## src/rtl/bp_pkg.sv

```systemverilog
// rtl/bp_pkg.sv - shared types and fixed-point narrowing helpers for the backprop layer engine
//
// Contents:
//   state_t     engine FSM states
//   ONE         fixed-point 1.0 for the default FRAC_BITS (the engine derives its own from its parameter)
//   fx_narrow() narrows a sign-extended 64-bit value to w bits
//   fx_ovf()    reports whether a value lies outside the signed w-bit range
// Configuration macro: BP_SATURATE_EN
//   defined   -> fx_narrow clamps to [-2^(w-1), 2^(w-1)-1]
//   undefined -> fx_narrow keeps the low w bits (two's-complement wrap)

package bp_pkg;

  typedef enum logic [2:0] {
    IDLE,
    GET_NRN,
    DERIV,
    DELTA,
    UPDATE,
    FLUSH,
    DONE
  } state_t;

  localparam int DEF_FRAC_BITS = 8;
  localparam int ONE           = 1 << DEF_FRAC_BITS;

  // Result is returned sign-extended to 64 bits; callers keep the low w bits.
  function automatic logic signed [63:0] fx_narrow(input logic signed [63:0] x, input int w);
`ifdef BP_SATURATE_EN
    logic signed [63:0] hi;
    logic signed [63:0] lo;
    hi = (64'sd1 <<< (w - 1)) - 64'sd1;
    lo = -hi - 64'sd1;
    if (x > hi) return hi;
    else if (x < lo) return lo;
    else return x;
`else
    return (x <<< (64 - w)) >>> (64 - w);
`endif
  endfunction

  function automatic logic fx_ovf(input logic signed [63:0] x, input int w);
    logic signed [63:0] hi;
    logic signed [63:0] lo;
    hi = (64'sd1 <<< (w - 1)) - 64'sd1;
    lo = -hi - 64'sd1;
    return (x > hi) || (x < lo);
  endfunction

endpackage

```

## src/rtl/bp_fx_mul.sv

```systemverilog
// rtl/bp_fx_mul.sv - combinational signed fixed-point multiply, floor shift and narrow
//
// Parameters: WIDTH (data width, < 32), FRAC_BITS (fractional bits)
// Ports:
//   a, b  in   WIDTH  signed operands
//   y     out  WIDTH  narrow((a*b) >>> FRAC_BITS)
//   ovf   out  1      product did not fit WIDTH bits (only with BP_SATURATE_EN)
// Configuration macro: BP_SATURATE_EN (selects saturating narrow and adds ovf)

module bp_fx_mul
  import bp_pkg::*;
#(
  parameter int WIDTH     = 16,
  parameter int FRAC_BITS = 8
) (
  input  logic signed [WIDTH-1:0] a,
  input  logic signed [WIDTH-1:0] b,
  output logic signed [WIDTH-1:0] y
`ifdef BP_SATURATE_EN
  ,
  output logic                    ovf
`endif
);

  logic signed [2*WIDTH-1:0] prod;
  logic signed [63:0]        shifted;

  // Operands are sign-extended explicitly so the product keeps full 2*WIDTH precision.
  assign prod    = $signed({{WIDTH{a[WIDTH-1]}}, a}) * $signed({{WIDTH{b[WIDTH-1]}}, b});
  // Arithmetic shift gives floor rounding for negative products.
  assign shifted = $signed({{(64-2*WIDTH){prod[2*WIDTH-1]}}, prod}) >>> FRAC_BITS;
  assign y       = WIDTH'(fx_narrow(shifted, WIDTH));

`ifdef BP_SATURATE_EN
  assign ovf = fx_ovf(shifted, WIDTH);
`endif

endmodule

```

## src/rtl/backprop_layer_engine.sv

```systemverilog
// rtl/backprop_layer_engine.sv - sequential backprop weight-update engine for one sigmoid layer
//
// Per neuron: delta = err * a*(1-a); then for each of N_IN weights:
//   gradient = delta*act_prev, new_weight = weight - lr*gradient (all fixed point).
// Ports:
//   clk, rst_n                  clock, async active-low reset
//   start, learning_rate        begin a pass (IDLE only); lr latched on accepted start
//   busy, done                  pass in progress; one-cycle completion pulse
//   nrn_valid/nrn_ready         neuron beat: act_cur, err_in
//   w_valid/w_ready             weight beat: act_prev, weight_in
//   out_valid/out_ready         result beat: new_weight, gradient, delta,
//                               out_nrn_idx, out_w_idx, out_last
//   sat_flag                    sticky narrowing-overflow flag, cleared by start
//                               (only with BP_SATURATE_EN)
// Configuration macro: BP_SATURATE_EN (saturating narrowing + sat_flag; default wraps)

module backprop_layer_engine
  import bp_pkg::*;
#(
  parameter int WIDTH     = 16,
  parameter int FRAC_BITS = 8,
  parameter int N_IN      = 8,
  parameter int N_OUT     = 4,
  localparam int NW       = (N_OUT > 1) ? $clog2(N_OUT) : 1,
  localparam int IW       = (N_IN > 1) ? $clog2(N_IN) : 1
) (
  input  logic             clk,
  input  logic             rst_n,
  input  logic             start,
  input  logic [WIDTH-1:0] learning_rate,
  output logic             busy,
  output logic             done,
  input  logic             nrn_valid,
  output logic             nrn_ready,
  input  logic [WIDTH-1:0] act_cur,
  input  logic [WIDTH-1:0] err_in,
  input  logic             w_valid,
  output logic             w_ready,
  input  logic [WIDTH-1:0] act_prev,
  input  logic [WIDTH-1:0] weight_in,
  output logic             out_valid,
  input  logic             out_ready,
  output logic [WIDTH-1:0] new_weight,
  output logic [WIDTH-1:0] gradient,
  output logic [WIDTH-1:0] delta,
  output logic [NW-1:0]    out_nrn_idx,
  output logic [IW-1:0]    out_w_idx,
`ifdef BP_SATURATE_EN
  output logic             sat_flag,
`endif
  output logic             out_last
);

  localparam logic [WIDTH:0]  ONE_X    = (WIDTH+1)'(1) << FRAC_BITS;
  localparam logic [NW-1:0]   LAST_NRN = NW'(N_OUT - 1);
  localparam logic [IW-1:0]   LAST_W   = IW'(N_IN - 1);

  state_t                  state;
  logic signed [WIDTH-1:0] lr_q;
  logic signed [WIDTH-1:0] a_q;
  logic signed [WIDTH-1:0] err_q;
  logic signed [WIDTH-1:0] d_q;
  logic [NW-1:0]           nrn_idx;
  logic [IW-1:0]           w_idx;

  logic signed [WIDTH:0]   one_minus_a_x;
  logic signed [WIDTH-1:0] one_minus_a;
  logic signed [WIDTH-1:0] m0_a;
  logic signed [WIDTH-1:0] m0_b;
  logic signed [WIDTH-1:0] m0_y;
  logic signed [WIDTH-1:0] grad_n;
  logic signed [WIDTH-1:0] lrg_n;
  logic signed [WIDTH:0]   diff_x;
  logic signed [WIDTH-1:0] nw_n;
  logic                    w_hs;

  // 1 - a needs one extra bit: a may be any signed value, not just a sigmoid output.
  assign one_minus_a_x = ONE_X - {a_q[WIDTH-1], a_q};
  assign one_minus_a   = WIDTH'(fx_narrow({{(63-WIDTH){one_minus_a_x[WIDTH]}}, one_minus_a_x}, WIDTH));

  // DERIV and DELTA never overlap, so one multiplier serves both.
  always_comb begin
    m0_a = err_q;
    m0_b = d_q;
    if (state == DERIV) begin
      m0_a = a_q;
      m0_b = one_minus_a;
    end
  end

`ifdef BP_SATURATE_EN
  logic m0_ovf, g_ovf, u_ovf, oma_ovf, sub_ovf;
  assign oma_ovf = fx_ovf({{(63-WIDTH){one_minus_a_x[WIDTH]}}, one_minus_a_x}, WIDTH);
  assign sub_ovf = fx_ovf({{(63-WIDTH){diff_x[WIDTH]}}, diff_x}, WIDTH);
`endif

  bp_fx_mul #(.WIDTH(WIDTH), .FRAC_BITS(FRAC_BITS)) u_mul_shared (
    .a (m0_a),
    .b (m0_b),
    .y (m0_y)
`ifdef BP_SATURATE_EN
    ,
    .ovf (m0_ovf)
`endif
  );

  bp_fx_mul #(.WIDTH(WIDTH), .FRAC_BITS(FRAC_BITS)) u_mul_grad (
    .a (delta),
    .b (act_prev),
    .y (grad_n)
`ifdef BP_SATURATE_EN
    ,
    .ovf (g_ovf)
`endif
  );

  bp_fx_mul #(.WIDTH(WIDTH), .FRAC_BITS(FRAC_BITS)) u_mul_update (
    .a (lr_q),
    .b (grad_n),
    .y (lrg_n)
`ifdef BP_SATURATE_EN
    ,
    .ovf (u_ovf)
`endif
  );

  assign diff_x = {weight_in[WIDTH-1], weight_in} - {lrg_n[WIDTH-1], lrg_n};
  assign nw_n   = WIDTH'(fx_narrow({{(63-WIDTH){diff_x[WIDTH]}}, diff_x}, WIDTH));

  // Accept a weight only when the output register is empty or being drained this cycle.
  assign w_ready = (state == UPDATE) && (!out_valid || out_ready);
  assign w_hs    = w_valid && w_ready;

  always_ff @(posedge clk or negedge rst_n) begin
    if (!rst_n) begin
      state       <= IDLE;
      lr_q        <= '0;
      a_q         <= '0;
      err_q       <= '0;
      d_q         <= '0;
      nrn_idx     <= '0;
      w_idx       <= '0;
      busy        <= 1'b0;
      done        <= 1'b0;
      nrn_ready   <= 1'b0;
      out_valid   <= 1'b0;
      new_weight  <= '0;
      gradient    <= '0;
      delta       <= '0;
      out_nrn_idx <= '0;
      out_w_idx   <= '0;
      out_last    <= 1'b0;
`ifdef BP_SATURATE_EN
      sat_flag    <= 1'b0;
`endif
    end else begin
      done <= 1'b0;
      // Drained results clear here; a newly accepted beat below overrides this.
      if (out_valid && out_ready) out_valid <= 1'b0;

      case (state)
        IDLE: begin
          nrn_idx <= '0;
          w_idx   <= '0;
          if (start) begin
            lr_q      <= learning_rate;
            busy      <= 1'b1;
            nrn_ready <= 1'b1;
            state     <= GET_NRN;
`ifdef BP_SATURATE_EN
            sat_flag  <= 1'b0;
`endif
          end
        end

        GET_NRN: begin
          if (nrn_valid) begin
            a_q       <= act_cur;
            err_q     <= err_in;
            nrn_ready <= 1'b0;
            state     <= DERIV;
          end
        end

        DERIV: begin
          d_q   <= m0_y;
          state <= DELTA;
`ifdef BP_SATURATE_EN
          if (m0_ovf || oma_ovf) sat_flag <= 1'b1;
`endif
        end

        DELTA: begin
          delta <= m0_y;
          state <= UPDATE;
`ifdef BP_SATURATE_EN
          if (m0_ovf) sat_flag <= 1'b1;
`endif
        end

        UPDATE: begin
          if (w_hs) begin
            out_valid   <= 1'b1;
            gradient    <= grad_n;
            new_weight  <= nw_n;
            out_nrn_idx <= nrn_idx;
            out_w_idx   <= w_idx;
            out_last    <= (nrn_idx == LAST_NRN) && (w_idx == LAST_W);
`ifdef BP_SATURATE_EN
            if (g_ovf || u_ovf || sub_ovf) sat_flag <= 1'b1;
`endif
            if (w_idx == LAST_W) begin
              w_idx <= '0;
              if (nrn_idx == LAST_NRN) begin
                state <= FLUSH;
              end else begin
                nrn_idx   <= nrn_idx + NW'(1);
                nrn_ready <= 1'b1;
                state     <= GET_NRN;
              end
            end else begin
              w_idx <= w_idx + IW'(1);
            end
          end
        end

        FLUSH: begin
          if (!out_valid || out_ready) begin
            done  <= 1'b1;
            busy  <= 1'b0;
            state <= DONE;
          end
        end

        DONE: begin
          state <= IDLE;
        end

        default: state <= IDLE;
      endcase
    end
  end

endmodule
```

## config.mk

```make
export PLATFORM = sky130hd
export DESIGN_NAME = backprop_layer_engine
export DESIGN_NICKNAME = d
export VERILOG_FILES = /design/src/rtl/bp_pkg.sv /design/src/rtl/bp_fx_mul.sv /design/src/rtl/backprop_layer_engine.sv
export SDC_FILE = /design/constraint.sdc
export NUM_CORES = 2
export LEC_CHECK = 0
export CORE_MARGIN = 1.5
export CORE_UTILIZATION = 25
export CTS_CLUSTER_DIAMETER = 80
export DETAILED_ROUTE_END_ITERATION = 12
export GPL_ROUTABILITY_DRIVEN = 0
export PLACE_DENSITY_LB_ADDON = 0.12
export RECOVER_POWER = 50
export SLEW_MARGIN = 20
export SYNTH_ARGS = -nofsm -noshare
export SYNTH_HDL_FRONTEND = slang
export SYNTH_HIERARCHICAL = 1
export SYNTH_SLANG_ARGS = --single-unit
```

## constraint.sdc

```tcl
create_clock -name clk -period 17.2 [get_ports clk]
set_input_delay 2.58 -clock clk [delete_from_list [all_inputs] [get_ports clk]]
set_output_delay 2.58 -clock clk [all_outputs]
set_load 0.03 [all_outputs]
```

==> flow_metrics.tcl <==
set metrics [dict create \
    finClkSkew_ns 0.0148 \
    ys_dominant_reg_cell "dfrtp_1" \
    die_y_um 341 \
    placedInstanceArea_mm2 0.0318 \
    worst-setup-path-type "primary input to register" \
    dp_hpwl_mm 68.5 \
    reg2reg_depth 39 \
    crit_required_ns 17.40 \
    avgRoutedWirePerCell_um 18.1 \
    slew_viol_final 259 \
    synthTopCellsByArea "fa_1 39%, dfrtp_1 11%, ha_1 10%" \
    dieWidth_um 341 \
    cp-end-kind "register" \
    core_mm2 0.113 \
    numCtsBuffers 17 \
    boundaryPins 145 \
    path_delay_family "adder cells" \
    seq_area_frac_synth_pct 11.4 \
    timing.max_slew.rel_slack_pct -140 \
    maxCapViolations 6 \
    hp-class "register to register" \
    hold_path_depth 2 \
    tns_ns 0 \
    vias 19900 \
    die-area_mm2 0.116 \
    max_stage_delay_ns 0.92 \
    hold_ws_ns 0.480 \
    synth-seq-cells 130 \
    grt_pass1_wl_mm 138 \
    io_buffers 144 \
    hold_buffers 0 \
    grt_use_total_pct 15.5 \
    synth_edf_count 0 \
    fin_crit_ns 15.03 \
    post-route-period-util_pct 87.4 \
    min_to "new_weight[0]$_DFFE_PN0P_" \
    yosysMostFrequentCell "inv_1" \
    postRouteWirelength_mm 85.7 \
    yosysTopAreaCell "fa_1" \
    timing.rr.start "delta[8]$_DFFE_PN0N_" \
    placementRows 123 \
    synth_top_area_share_pct 39.2 \
    cts_root_buf "clkbuf_16" \
    final_area_mm2 0.0323 \
    drtIter0Drc 682 \
    clk_latency_ns 0.49 \
    grt-ovfl-total 0 \
    fin_nets 4088 \
    via_per_inst 4.22 \
    cp_common_cell "fa_1" \
    cp_max_fo 16 \
    cts.sinks 130 \
    seqCellArea_mm2 0.00325 \
    outcome "complete, but fails checks" \
    startpoint_type "primary input" \
    cts_tree "done" \
    final-hold-violation-count 0 \
    r2r_setup_slack_ns 4.26 \
    setup_viol 0 \
    syn_inst 3122 \
    synth_cell_types 76 \
    cts.reportedPaths.clkPinSlew_ns 0.07 \
    grt_max_degree 70 \
    initial_core_util_pct 25.3 \
    async_flop_share_pct 100 \
    multi_input_area_mm2 0.0221 \
    synthesis.nets 3996 \
    drc 0 \
    arrival_ns 15.23 \
    cp_slowest_cell "clkdlybuf4s50_1" \
    final_layout_size_suffix_gt1_share_pct 5.76 \
    post_cts_buffers 0 \
    clock_path_buffers 2 \
    htreeDepth 4 \
    yosys_warnings 6 \
    worst-path-buf-inv 6 \
    avgSynthCellArea_um2 9.15 \
    antenna_found_initial 3 \
    firstDrtPassIters 5 \
    syn_area_mm2 0.0286 \
    r2r-end "new_weight[15]$_DFFE_PN0P_" \
    grt_pass1_vias 22800 \
    synth_commonest_cells "734 x inv_1, 559 x fa_1, 511 x nand2_1" \
    postRouteAntennaNets 0 \
    syn2layout_area_growth_pct 13.2 \
    fillerInstances 12200 \
    tightestPinTransition_ns 3.60 \
    rsz0062_at_grt "no" \
    max_freq_ghz 0.0665 \
    cts_repair_resize_count 0 \
    violations "max-capacitance violations, max-slew violations" \
    hold_start "new_weight[0]$_DFFE_PN0P_" \
]
==> worst max path at each step <==
stage,depth (start not counted),endpoint,start
2_1_floorplan,44,new_weight[15]$_DFFE_PN0P_,act_prev[7]
3_3_place_gp,36,new_weight[11]$_DFFE_PN0P_,act_prev[1]
3_5_place_dp,36,new_weight[11]$_DFFE_PN0P_,act_prev[1]
4_1_cts,40,new_weight[15]$_DFFE_PN0P_,act_prev[1]
5_1_grt,40,new_weight[15]$_DFFE_PN0P_,act_prev[1]
6_report,40,new_weight[15]$_DFFE_PN0P_,act_prev[1]
==> registers in the layout (all words and copies together) (netlist names), 2 cells and up <==
register,flops
gradient,16
w_idx,3
delta,16
a_q,16
lr_q,16
state,3
new_weight,16
nrn_idx,2
err_q,16
d_q,16
out_w_idx,3
out_nrn_idx,2
==> per-layer routing <==
metal | track usage, % | up-vias | wire (µm) | part of all wire, %
met5 | 0 | - | 13 | 0.015
met4 | 2.54 | 2 | 882 | 1.0
met3 | 1.85 | 51 | 2120 | 2.5
met2 | 26.2 | 229 | 41100 | 48
met1 | 21.5 | 10200 | 41600 | 49
li1 | - | 9423 | - | -
==> tightest hold or removal path: cells and delay by family, from the launching register on <==
kind / cells / cell delay, ns
AOI/OAI and AO/OA: 1 / 0.06
DFF: 1 / 0.34
and+or+nand+nor: 1 / 0.05
==> logic make-up after synthesis <==
group | Yosys count | synth area share, %
AOI/OAI and AO/OA | 189 | 4.57
xor gates and xnor gates | 133 | 4.08
adders and majority gates | 788 | 49.2
buffers and inverters | 856 | 11.4
DFF | 130 | 11.4
muxes | 90 | 3.64
and+or+nand+nor | 936 | 15.8
==> stage by stage <==
stage | std cells | utilization (%) | worst slack, ns
6_report | 4728 | 28.6 | 2.17
5_1_grt | 4727 | 28.6 | 1.19
4_1_cts | 4727 | 28.7 | 2.18
3_5_place_dp | 4695 | 28.2 | 1.66
3_3_place_gp | 4695 | 28.2 | 1.65
2_1_floorplan | 3122 | - | 3.56
==> cells in the final DEF, fill, tap and decap left out, types with 3 or more instances in the layout <==
| master | Yosys | routed |
|---|---|---|
| nand2_1 | 511 | 511 |
| nand4_1 | 5 | 5 |
| mux2i_1 | 6 | 6 |
| nor3_1 | 10 | 9 |
| a21o_1 | 14 | 14 |
| a22o_1 | 3 | 3 |
| a211oi_1 | 7 | 7 |
| o21a_1 | 10 | 10 |
| buf_4 | 0 | 46 |
| inv_6 | 0 | 6 |
| inv_8 | 0 | 4 |
| clkbuf_1 | 108 | 6 |
| a21oi_1 | 29 | 29 |
| dlygate4sd3_1 | 0 | 3 |
| nor3b_1 | 4 | 7 |
| mux2_1 | 0 | 8 |
| a31oi_1 | 4 | 4 |
| xnor2_1 | 95 | 93 |
| clkdlybuf4s50_1 | 0 | 140 |
| and4_1 | 4 | 4 |
| o211ai_1 | 12 | 12 |
| nor2b_1 | 5 | 5 |
| and2_1 | 288 | 288 |
| o21ai_0 | 59 | 58 |
| inv_1 | 734 | 734 |
| a211oi_2 | 4 | 4 |
| nand2b_1 | 21 | 21 |
| ha_1 | 229 | 229 |
| and3_1 | 3 | 3 |
| fa_1 | 559 | 559 |
| nand3_1 | 7 | 7 |
| o21bai_1 | 9 | 9 |
| nor2_1 | 55 | 55 |
| o21ai_1 | 5 | 5 |
| clkbuf_16 | 0 | 17 |
| dfrtp_1 | 130 | 130 |
| xor2_1 | 38 | 38 |
| mux2_2 | 75 | 75 |
==> layout make-up <==
| cell class | count | share of cell area (%) |
|---|---|---|
| clock buffer | 18 | 1.36 |
| antenna | 1 | 0.00774 |
| sequential | 130 | 10.1 |
| inverter | 734 | 8.52 |
| timing repair buffer | 195 | 5.56 |
| clock inverter | 14 | 0.495 |
| multi-input combinational | 2136 | 68.2 |
| tap | 1500 | 5.80 |
Power is left out: the tool's default activity adds up to more than one toggle a clock period on the data nets, which glitch-free logic cannot reach.
